File: src/rtl/mac_tx_pkg.sv
// Shared definitions for the transmit enqueue path: class codes, PTP header offsets,
// descriptor layout and the enqueue FSM encoding.
package mac_tx_pkg;

    localparam logic [3:0] CLS_SYNC   = 4'h4;
    localparam logic [3:0] CLS_FOLLOW = 4'h8;
    localparam logic [3:0] CLS_REQ    = 4'h0;
    localparam logic [3:0] CLS_NORMAL = 4'h1;

    localparam logic [15:0] ETYPE_IPV4       = 16'h0800;
    localparam logic [15:0] ETYPE_PTP        = 16'h88F7;
    localparam logic [15:0] PTP_PORT_EVENT   = 16'd319;
    localparam logic [15:0] PTP_PORT_GENERAL = 16'd320;
    localparam logic [7:0]  IPV4_VER_IHL     = 8'h45;
    localparam logic [7:0]  IP_PROTO_UDP     = 8'h11;

    // Byte 14 is both the L2 PTP messageType and the IPv4 version/IHL byte.
    localparam logic [5:0] OFF_ETYPE_HI = 6'd12;
    localparam logic [5:0] OFF_ETYPE_LO = 6'd13;
    localparam logic [5:0] OFF_BYTE14   = 6'd14;
    localparam logic [5:0] OFF_IP_PROTO = 6'd23;
    localparam logic [5:0] OFF_DPORT_HI = 6'd36;
    localparam logic [5:0] OFF_DPORT_LO = 6'd37;
    localparam logic [5:0] OFF_UDP_MSG  = 6'd42;
    localparam logic [5:0] OFF_MAX      = 6'd63;

    typedef struct packed {
        logic [3:0]  cls;
        logic        rsvd;
        logic [10:0] len;
    } desc_t;

    typedef enum logic [2:0] {
        StIdle,
        StData,
        StPad,
        StDiscard,
        StPtr
    } state_e;

    function automatic logic [3:0] ptp_class(input logic [3:0] msg_type);
        case (msg_type)
            4'h0:    return CLS_SYNC;
            4'h1:    return CLS_REQ;
            4'h8:    return CLS_FOLLOW;
            default: return CLS_NORMAL;
        endcase
    endfunction

endpackage

File: src/rtl/mac_t_frame_enq_if.sv
// Byte stream and FIFO write-side signals of the transmit enqueue stage.
interface mac_t_frame_enq_if;
    logic        in_valid;
    logic        in_ready;
    logic        in_sof;
    logic        in_eof;
    logic [7:0]  in_data;
    logic        data_fifo_wr;
    logic [7:0]  data_fifo_din;
    logic [11:0] data_fifo_depth;
    logic        ptr_fifo_wr;
    logic [15:0] ptr_fifo_din;
    logic        ptr_fifo_full;

    modport master (
        output in_valid, in_sof, in_eof, in_data, data_fifo_depth, ptr_fifo_full,
        input  in_ready, data_fifo_wr, data_fifo_din, ptr_fifo_wr, ptr_fifo_din
    );

    modport slave (
        input  in_valid, in_sof, in_eof, in_data, data_fifo_depth, ptr_fifo_full,
        output in_ready, data_fifo_wr, data_fifo_din, ptr_fifo_wr, ptr_fifo_din
    );
endinterface

File: src/rtl/mac_t_ptp_classify.sv
// Classifies a frame as PTP sync/follow_up/delay_req (UDPv4 or raw L2) from its received bytes.
// The class register is reset at sof and is valid the cycle after the last byte.
module mac_t_ptp_classify
    import mac_tx_pkg::*;
(
    input  logic       clk,
    input  logic       rstn,
    input  logic       byte_valid,
    input  logic       byte_sof,
    input  logic [5:0] byte_off,
    input  logic [7:0] byte_data,
    output logic [3:0] cls
);

    logic [7:0] hold_q, hold_d;
    logic       is_ip_q, is_ip_d, is_l2_q, is_l2_d;
    logic       ip_hdr_q, ip_hdr_d, udp_q, udp_d, port_q, port_d;
    logic [3:0] cls_q, cls_d;

    always_comb begin
        hold_d   = hold_q;
        is_ip_d  = is_ip_q;
        is_l2_d  = is_l2_q;
        ip_hdr_d = ip_hdr_q;
        udp_d    = udp_q;
        port_d   = port_q;
        cls_d    = cls_q;
        if (byte_valid) begin
            if (byte_sof) begin
                is_ip_d  = 1'b0;
                is_l2_d  = 1'b0;
                ip_hdr_d = 1'b0;
                udp_d    = 1'b0;
                port_d   = 1'b0;
                cls_d    = CLS_NORMAL;
            end
            case (byte_off)
                OFF_ETYPE_HI, OFF_DPORT_HI: hold_d = byte_data;
                OFF_ETYPE_LO: begin
                    is_ip_d = ({hold_q, byte_data} == ETYPE_IPV4);
                    is_l2_d = ({hold_q, byte_data} == ETYPE_PTP);
                end
                OFF_BYTE14: begin
                    ip_hdr_d = (byte_data == IPV4_VER_IHL);
                    if (is_l2_q) cls_d = ptp_class(byte_data[3:0]);
                end
                OFF_IP_PROTO: udp_d = (byte_data == IP_PROTO_UDP);
                OFF_DPORT_LO: port_d = ({hold_q, byte_data} == PTP_PORT_EVENT) ||
                                       ({hold_q, byte_data} == PTP_PORT_GENERAL);
                OFF_UDP_MSG: begin
                    if (is_ip_q && ip_hdr_q && udp_q && port_q) cls_d = ptp_class(byte_data[3:0]);
                end
                default: ;
            endcase
        end
    end

    always_ff @(posedge clk) begin
        if (!rstn) begin
            hold_q   <= 8'h00;
            is_ip_q  <= 1'b0;
            is_l2_q  <= 1'b0;
            ip_hdr_q <= 1'b0;
            udp_q    <= 1'b0;
            port_q   <= 1'b0;
            cls_q    <= 4'h0;
        end else begin
            hold_q   <= hold_d;
            is_ip_q  <= is_ip_d;
            is_l2_q  <= is_l2_d;
            ip_hdr_q <= ip_hdr_d;
            udp_q    <= udp_d;
            port_q   <= port_d;
            cls_q    <= cls_d;
        end
    end

    assign cls = cls_q;

endmodule

File: src/rtl/mac_t_frame_enq.sv
// Transmit enqueue stage: writes frame bytes to the data FIFO, pads runts, truncates oversize
// frames and appends one {class, 0, len} descriptor per frame to the pointer FIFO.
module mac_t_frame_enq
    import mac_tx_pkg::*;
#(
    parameter int unsigned MAX_LEN   = 1514,
    parameter int unsigned MIN_LEN   = 60,
    parameter int unsigned DEPTH_THR = 2578
) (
    input  logic              sys_clk,
    input  logic              rstn_sys,
    mac_t_frame_enq_if.slave  bus,
    output logic [15:0]       frame_cnt,
    output logic [15:0]       ptp_cnt,
    output logic [15:0]       err_cnt
);

    localparam logic [10:0] MaxLen   = 11'(MAX_LEN);
    localparam logic [10:0] MinLen   = 11'(MIN_LEN);
    localparam logic [11:0] DepthThr = 12'(DEPTH_THR);

    state_e      state_q, state_d;
    logic [10:0] len_q, len_d, len_new;
    logic [5:0]  off_q, off_d, cls_off;
    logic        in_ready_q, in_ready_d;
    logic        wr_q, wr_d, ptr_wr_q, ptr_wr_d;
    logic [7:0]  din_q, din_d;
    desc_t       ptr_din_q, ptr_din_d;
    logic [15:0] frame_cnt_q, ptp_cnt_q, err_cnt_q;
    logic [1:0]  err_inc;
    logic        frame_inc, ptp_inc, cls_byte, cls_sof, byte_ok;
    logic [3:0]  cls;

    assign byte_ok = bus.in_valid & in_ready_q;

    mac_t_ptp_classify u_classify (
        .clk        (sys_clk),
        .rstn       (rstn_sys),
        .byte_valid (cls_byte),
        .byte_sof   (cls_sof),
        .byte_off   (cls_off),
        .byte_data  (bus.in_data),
        .cls        (cls)
    );

    always_comb begin
        state_d   = state_q;
        len_d     = len_q;
        off_d     = off_q;
        len_new   = len_q + 11'd1;
        wr_d      = 1'b0;
        din_d     = 8'h00;
        ptr_wr_d  = 1'b0;
        ptr_din_d = '0;
        err_inc   = 2'd0;
        frame_inc = 1'b0;
        ptp_inc   = 1'b0;
        cls_byte  = 1'b0;
        cls_sof   = 1'b0;
        cls_off   = off_q;
        unique case (state_q)
            StIdle, StData: begin
                if (byte_ok) begin
                    if (state_q == StIdle && !bus.in_sof) begin
                        err_inc = 2'd1;
                    end else begin
                        if (state_q == StIdle) begin
                            len_new = 11'd1;
                            cls_sof = 1'b1;
                            cls_off = 6'd0;
                        end else if (bus.in_sof) begin
                            err_inc = 2'd1;
                        end
                        cls_byte = 1'b1;
                        wr_d     = 1'b1;
                        din_d    = bus.in_data;
                        len_d    = len_new;
                        off_d    = (cls_off == OFF_MAX) ? OFF_MAX : cls_off + 6'd1;
                        if (bus.in_eof) begin
                            state_d = (len_new < MinLen) ? StPad : StPtr;
                        end else if (len_new == MaxLen) begin
                            state_d = StDiscard;
                            err_inc = err_inc + 2'd1;
                        end else begin
                            state_d = StData;
                        end
                    end
                end
            end
            StPad: begin
                wr_d  = 1'b1;
                len_d = len_new;
                if (len_new >= MinLen) state_d = StPtr;
            end
            StDiscard: begin
                if (byte_ok && bus.in_eof) state_d = StPtr;
            end
            StPtr: begin
                ptr_wr_d  = 1'b1;
                ptr_din_d = '{cls: cls, rsvd: 1'b0, len: len_q};
                frame_inc = 1'b1;
                ptp_inc   = (cls != CLS_NORMAL);
                state_d   = StIdle;
            end
            default: state_d = StIdle;
        endcase
    end

    // Admission is decided from FIFO status only while waiting for a sof.
    always_comb begin
        unique case (state_d)
            StIdle:            in_ready_d = !bus.ptr_fifo_full && (bus.data_fifo_depth <= DepthThr);
            StData, StDiscard: in_ready_d = 1'b1;
            default:           in_ready_d = 1'b0;
        endcase
    end

    always_ff @(posedge sys_clk) begin
        if (!rstn_sys) begin
            state_q     <= StIdle;
            len_q       <= 11'd0;
            off_q       <= 6'd0;
            in_ready_q  <= 1'b0;
            wr_q        <= 1'b0;
            din_q       <= 8'h00;
            ptr_wr_q    <= 1'b0;
            ptr_din_q   <= '0;
            frame_cnt_q <= 16'd0;
            ptp_cnt_q   <= 16'd0;
            err_cnt_q   <= 16'd0;
        end else begin
            state_q     <= state_d;
            len_q       <= len_d;
            off_q       <= off_d;
            in_ready_q  <= in_ready_d;
            wr_q        <= wr_d;
            din_q       <= din_d;
            ptr_wr_q    <= ptr_wr_d;
            ptr_din_q   <= ptr_din_d;
            frame_cnt_q <= frame_cnt_q + {15'd0, frame_inc};
            ptp_cnt_q   <= ptp_cnt_q + {15'd0, ptp_inc};
            err_cnt_q   <= err_cnt_q + {14'd0, err_inc};
        end
    end

    assign bus.in_ready      = in_ready_q;
    assign bus.data_fifo_wr  = wr_q;
    assign bus.data_fifo_din = din_q;
    assign bus.ptr_fifo_wr   = ptr_wr_q;
    assign bus.ptr_fifo_din  = ptr_din_q;
    assign frame_cnt         = frame_cnt_q;
    assign ptp_cnt           = ptp_cnt_q;
    assign err_cnt           = err_cnt_q;

endmodule

File: src/flat_wrapper.sv
// flat-port wrapper written by rule: the top's interface ports become plain ports
module mac_t_frame_enq_flat import mac_tx_pkg::*;
#(
    parameter int unsigned MAX_LEN   = 1514,
    parameter int unsigned MIN_LEN   = 60,
    parameter int unsigned DEPTH_THR = 2578
)
  (sys_clk, rstn_sys, frame_cnt, ptp_cnt, err_cnt, bus_in_valid, bus_in_sof, bus_in_eof, bus_in_data, bus_data_fifo_depth, bus_ptr_fifo_full, bus_in_ready, bus_data_fifo_wr, bus_data_fifo_din, bus_ptr_fifo_wr, bus_ptr_fifo_din);
  mac_t_frame_enq_if bus_i ();
  input  logic sys_clk;
  input  logic rstn_sys;
  output logic [15:0] frame_cnt;
  output logic [15:0] ptp_cnt;
  output logic [15:0] err_cnt;
  input wire logic [$bits(bus_i.in_valid)-1:0] bus_in_valid;
  input wire logic [$bits(bus_i.in_sof)-1:0] bus_in_sof;
  input wire logic [$bits(bus_i.in_eof)-1:0] bus_in_eof;
  input wire logic [$bits(bus_i.in_data)-1:0] bus_in_data;
  input wire logic [$bits(bus_i.data_fifo_depth)-1:0] bus_data_fifo_depth;
  input wire logic [$bits(bus_i.ptr_fifo_full)-1:0] bus_ptr_fifo_full;
  output wire logic [$bits(bus_i.in_ready)-1:0] bus_in_ready;
  output wire logic [$bits(bus_i.data_fifo_wr)-1:0] bus_data_fifo_wr;
  output wire logic [$bits(bus_i.data_fifo_din)-1:0] bus_data_fifo_din;
  output wire logic [$bits(bus_i.ptr_fifo_wr)-1:0] bus_ptr_fifo_wr;
  output wire logic [$bits(bus_i.ptr_fifo_din)-1:0] bus_ptr_fifo_din;
  assign bus_i.in_valid = bus_in_valid;
  assign bus_i.in_sof = bus_in_sof;
  assign bus_i.in_eof = bus_in_eof;
  assign bus_i.in_data = bus_in_data;
  assign bus_i.data_fifo_depth = bus_data_fifo_depth;
  assign bus_i.ptr_fifo_full = bus_ptr_fifo_full;
  assign bus_in_ready = bus_i.in_ready;
  assign bus_data_fifo_wr = bus_i.data_fifo_wr;
  assign bus_data_fifo_din = bus_i.data_fifo_din;
  assign bus_ptr_fifo_wr = bus_i.ptr_fifo_wr;
  assign bus_ptr_fifo_din = bus_i.ptr_fifo_din;
  mac_t_frame_enq #(.MAX_LEN(MAX_LEN), .MIN_LEN(MIN_LEN), .DEPTH_THR(DEPTH_THR)) u_core (.sys_clk(sys_clk), .rstn_sys(rstn_sys), .bus(bus_i), .frame_cnt(frame_cnt), .ptp_cnt(ptp_cnt), .err_cnt(err_cnt));
endmodule
File: config.mk
export PLATFORM = sky130hd
export DESIGN_NAME = mac_t_frame_enq_flat
export DESIGN_NICKNAME = d
export VERILOG_FILES = /design/src/rtl/mac_tx_pkg.sv /design/src/rtl/mac_t_frame_enq_if.sv /design/src/rtl/mac_t_ptp_classify.sv /design/src/rtl/mac_t_frame_enq.sv /design/src/flat_wrapper.sv
export SDC_FILE = /design/constraint.sdc
export NUM_CORES = 1
export LEC_CHECK = 0
export CAP_MARGIN = 20
export CORE_MARGIN = 4
export CORE_UTILIZATION = 45
export DETAILED_ROUTE_END_ITERATION = 10
export PLACE_DENSITY = 0.78
export SKIP_CTS_REPAIR_TIMING = 1
export SYNTH_ARGS = -nofsm -noshare
export SYNTH_HDL_FRONTEND = slang
export SYNTH_SLANG_ARGS = --single-unit
File: constraint.sdc
create_clock -name sys_clk -period 4.1 [get_ports sys_clk]
set_clock_uncertainty 0.15 [all_clocks]
set_input_delay 0.82 -clock sys_clk [delete_from_list [all_inputs] [get_ports sys_clk]]
set_output_delay 0.82 -clock sys_clk [all_outputs]
set_load 0.01 [all_outputs]
# Word level (Yosys, flattened, before mapping)
# Index checks and enable logic that the tools add are counted.
[word_totals]
reg_bits = 112
latchBits = 0
mem_bits_rw = 0
romBits = 0
in_bits = 26
out_inout_bits = 75
elab_cells = 144
n_memories = 0
[classes]
add_sub_neg = 6
multipliers = 0
div = 0
magnitude_cmp = 3
n_eq_ne = 26
shift = 0
mux = 55
bitwise = 5
n_reduce_logical = 29
[op_table]
columns = ["op", "count"]
rows = [
  ["$mux W11", 6],
  ["$mux W6", 8],
  ["$add A16 B1 Y16", 2],
  ["$eq A16 B9 Y1 const B", 2],
  ["$eq A6 B6 Y1 const B", 4],
  ["$pmux W11 S2", 1],
  ["$mux W2", 10],
  ["$eq A6 B4 Y1 const B", 3],
  ["$mux W3", 6],
  ["$add A16 B2 Y16", 1],
  ["$eq A16 B12 Y1 const B", 1],
  ["$eq A16 B16 Y1 const B", 1],
  ["$mux W1", 16],
  ["$le A12 B12 Y1 const B", 1],
  ["$mux W4", 3],
  ["$pmux W4 S3", 1],
  ["$reduce_and A2 Y1", 6],
  ["$add A11 B1 Y11 const B", 1],
  ["$eq A11 B11 Y1 const B", 1],
  ["$ge A11 B6 Y1 const B", 1],
  ["$lt A11 B6 Y1 const B", 1],
  ["$reduce_bool A2 Y1", 5],
  ["$eq A3 B2 Y1 const B", 3],
  ["$pmux W3 S3", 1],
  ["24 further kinds", 39],
]

# Longest topological paths before layout
[logic_depth]
ltp_word = 14
mapped_depth = 19
ltp_nobuf = 18

# Hierarchy
# Synthesis repeated with hierarchy kept, for this count alone.
[hier_totals]
cells_unflattened = 588
area_unflattened_um2 = 5101.1
[by_module_without_submodules]
columns = ["module", "instances", "cells_per_inst", "area_each_um2", "seq_area_each_um2"]
rows = [
  ["mac_t_frame_enq", 1, 479, 4151.5, 1881.8],
  ["mac_t_ptp_classify", 1, 109, 949.7, 340.3],
]

# Worst setup path after synthesis
# No wires, ideal clock.
[synth_path]
kind = "register -> register"
start = "register u_core.len_q[1]"
end = "register u_core.err_cnt_q[12] (netlist: u_core.err_cnt[12])"
setup_time_ns = 0.128
arrival_ns = 3.467
required_ns = 3.822
path_slack_ns = 0.356
stages_incl_launch_ff = 20
n_path_buf = 1
period_less_slack_ns = 3.744
path_cell_list = "dfxtp_1 ha_1 buf_2 nand3_2 or4_1 a21oi_2 and4_2 ha_1 inv_1 o22ai_1 a21oi_1 nor4_1 ha_1 inv_1 fa_1 nand2b_1 nor3_1 nand2_1 xor2_1 nor2_1"
[synth_between]
elab_chain_len = 12
[synth_lines]
columns = ["item", "line", "source"]
rows = [
  ["start, declared", "mac_t_frame_enq.sv:23", "logic [10:0] len_q, len_d, len_new;"],
  ["start signal, assigned", "mac_t_frame_enq.sv:133", "len_q <= len_d;"],
  ["$add A11 B1 Y11", "mac_t_frame_enq.sv:50", "len_new = len_q + 11'd1;"],
  ["$mux W11", "mac_t_frame_enq.sv:67", "if (state_q == StIdle) begin"],
  ["$mux W11", "mac_t_frame_enq.sv:64", "if (state_q == StIdle && !bus.in_sof) begin"],
  ["$mux W11", "mac_t_frame_enq.sv:63", "if (byte_ok) begin"],
  ["$mux W11", "mac_t_frame_enq.sv:61", "unique case (state_q)"],
  ["$eq A11 B11 Y1", "mac_t_frame_enq.sv:81", "end else if (len_new == MaxLen) begin"],
  ["$mux W2", "mac_t_frame_enq.sv:81", ""],
  ["$mux W2", "mac_t_frame_enq.sv:79", "if (bus.in_eof) begin"],
  ["$mux W2", "mac_t_frame_enq.sv:64", ""],
  ["$mux W2", "mac_t_frame_enq.sv:63", ""],
  ["$mux W2", "mac_t_frame_enq.sv:61", ""],
  ["$add A16 B2 Y16", "mac_t_frame_enq.sv:142", "err_cnt_q <= err_cnt_q + {14'd0, err_inc};"],
  ["end signal, assigned", "mac_t_frame_enq.sv:142", ""],
  ["end, declared", "mac_t_frame_enq.sv:29", "logic [15:0] frame_cnt_q, ptp_cnt_q, err_cnt_q;"],
]
# No other way between the ends. The select of a mux whose other input is x is not followed.
# A chain may end at the register's enable or synchronous reset.

# Worst setup path after layout
[layout_path]
start = "register u_core.len_q[0]"
end = "register u_core.err_cnt_q[12] (netlist: u_core.err_cnt[12])"
# Same word-level chain as after synthesis.

==> results.ini <==
[sta]
final_hold_viol_count = 0
setup_viol = 0
relSlewSlack_pct = 60.5
drv_slew = 0
fmax_mhz = 258
fin_crit_ps = 3880
worst_pin_slew_ps = 588
period_share_pct = 94.7
whs_ps = 309

[logic_synthesis]
ys_top_cells_by_area = dfxtp_1 (43%), nor2_1 (5.2%), xor2_1 (4.2%)
synthCells = 600
yosys_register_bits = 111
ys.flop_type = dfxtp_1
synth_edf_count = 0
synth_top_area_share_pct = 43.1
yosysMostFrequentCell = dfxtp_1
syn_nets = 636
ys_warn_count = 0
ys_async_sr_fraction_pct = 0
synth_area_um2 = 5160
synth_cell_types = 73
seq_area_frac_synth_pct = 43.1
synthTopCellsByCount = dfxtp_1 (111), nor2_1 (72), nand2_1 (43)
synth_largest_area_cell = dfxtp_1
avgSynthCellArea_um2 = 8.59

[grt]
grt_pass1_wl_mm = 21.7
grt_max_degree = 34
use_met3_pct = 3.89
grt_usage_pct = 20.0
busiest_layer = met2
grt_pass1_vias = 4562
antenna_found_initial = 0
grt.overflow.total = 0
met2_usage_pct = 33.3
grtUsageMet1_pct = 26.3

[power_and_ir_drop]
pwr-share-clk_pct = 42.2
switching_share_pct = 24.4
p_per_area_nw_per_um2 = 310
irDropWorstVdd_mv = 0.191
power.internal_w = 0.00156
power_frac_seq_pct = 52.8
p_total_w = 0.00206
p_comb_share_pct = 5.0
p_sw_w = 0.000502
p_leak_nw = 2.41

[cells_and_area]
fillers = 977
finalInstanceArea_um2 = 6650
diodes = 0
multi_input_area_um2 = 2750
syn_to_final_growth_pct = 28.9
drive_above_1_share_pct = 8.74
final_nets = 729
regArea_um2 = 2230

[die]
rows = 38
initial_utilization_pct = 46.7
die_height_um = 115
die-area_um2 = 13200
io_pins = 101
core_area_um2 = 11000
die_x_um = 115

[drt]
drt-total-wl_mm = 13.2
ant_nets = 0
drtPass1Iterations = 5
wl_per_cell_um = 15.8
remaining_drc_errors = 0
drt-vias-per-instance = 5.62
drtIter0Drc = 264
routed-via-count = 4711

[placed_design]
hpwlAfterDp_mm = 9.75
gp_congestion = 0.899
io_buffers = 99
postPlaceCellArea_um2 = 6300

[critical_path]
worstPathArrival_ps = 3960
startpoint_type = flip-flop
crit_type = reg2reg
crit_path_end_kind = flip-flop
crit_fanout = 5
cp.required_ps = 4180

[clock_tree]
cts-buffers-inserted = 9
cts_tree = yes
path_clk_slew_ps = 80
clkLatencyLatePin_ps = 350
clock-sinks = 111
clockRootBuffer = clkbuf_16
ctsLongestPathBuffers = 2
ctsHtreeMaxLevel = 3

[flow_run]
cap_violations = 0

[hold_path]
hp-class = reg2reg

[run_status]
status = completed

==> registers in the layout, summed over array words and instances (netlist names) <==
signal                      flops
u_core.bus.data_fifo_din        8
u_core.bus.data_fifo_wr         1
u_core.bus.in_ready             1
u_core.bus.ptr_fifo_din        15
u_core.bus.ptr_fifo_wr          1
u_core.err_cnt                 16
u_core.frame_cnt               16
u_core.len_q                   11
u_core.off_q                    6
u_core.ptp_cnt                 16
u_core.state_q                  3
u_core.u_classify.cls           4
u_core.u_classify.hold_q        8
u_core.u_classify.ip_hdr_q      1
u_core.u_classify.is_ip_q       1
u_core.u_classify.is_l2_q       1
u_core.u_classify.port_q        1
u_core.u_classify.udp_q         1
==> final cells by class <==
type                            instances  area share [%]
Sequential cell                       111            33.5
Clock buffer                            9            3.39
Timing Repair Buffer                  117            16.9
Tap cell                              140            2.64
Clock inverter                          7            1.11
Multi-Input combinational cell        435            41.4
Inverter                               19            1.07
==> through the flow <==
stage	setup WS [ps]	TNS (ps)	instances	util, %
2_1_floorplan	356	0	600	-
3_3_place_gp	285	0	821	57.1
3_5_place_dp	111	0	821	57.1
4_1_cts	113	0	837	59.8
5_1_grt	-28.2	-30.6	838	60.3
6_report	218	0	838	60.3
==> layout by cell type, fill, tap and decap left out, drive strengths merged, types with 3 or more instances in the layout <==
cell type,instances
a2111oi,3
a21oi,29
and2,14
and3,30
and4,6
buf,18
clkbuf,9
clkdlybuf4s50,99
dfxtp,111
ha,9
inv,23
mux2i,8
nand2,43
nand2b,5
nand3,30
nand3b,8
nand4,12
nand4b,4
nor2,73
nor2b,5
nor3,13
nor4,12
o21ai,31
o41ai,3
or3,12
or4,4
xnor2,11
xor2,25
==> critical path, stage by stage, from the launching register on <==
cell	delay, ps
dfxtp_1	320
ha_2	220
nand3b_1	190
or4_1	430
a32oi_2	240
and4_2	270
ha_1	140
inv_1	40
o22ai_1	150
a21oi_1	70
nor4_2	250
ha_2	220
inv_1	50
fa_1	390
nand2b_4	180
nor3_4	190
nand2_1	80
xor2_1	140
nor2_1	50
==> logic make-up (layout without fill, tap and decap cells) <==
kind of cell,Yosys count,in the layout,share of synthesized area [%]
muxes,8,8,1.55
buffers and inverters,54,152,4.32
other,1,1,0.0727
and+or+nand+nor,278,278,29.0
AOI/OAI and AO/OA,102,102,13.3
adders and majority gates,10,10,2.57
xor gates and xnor gates,36,36,6.11
DFF,111,111,43.1
==> power by group through the flow <==
| stage | Sequential [W] | Clock, W | Combinational [W] |
|---|---|---|---|
| after floorplan | 0.00111 | 0 | 0.0000494 |
| after global placement | 0.00111 | 0 | 0.0000990 |
| after detailed placement | 0.00111 | 0 | 0.000101 |
| after CTS | 0.00109 | 0.000880 | 0.000102 |
| after global routing | 0.00109 | 0.000922 | 0.000111 |
| final | 0.00109 | 0.000870 | 0.000103 |
==> worst paths after layout <==
path	end	cells past startpoint	slack, ps	startpoint
setup / recovery	u_core.err_cnt[12]	18	220	u_core.len_q[0]
hold / removal	u_core.u_classify.udp_q	2	310	u_core.u_classify.udp_q
setup reg to reg	u_core.err_cnt[12]	18	220	u_core.len_q[0]
hold reg to reg	u_core.u_classify.udp_q	2	310	u_core.u_classify.udp_q
==> layer usage <==
layer,vias up,part of all wire (%)
met5,-,0
met1,2209,45
met2,165,46
met3,17,6.8
li1,2320,-
met4,0,1.4
No activity file was read; power rests on OpenSTA's default activity.
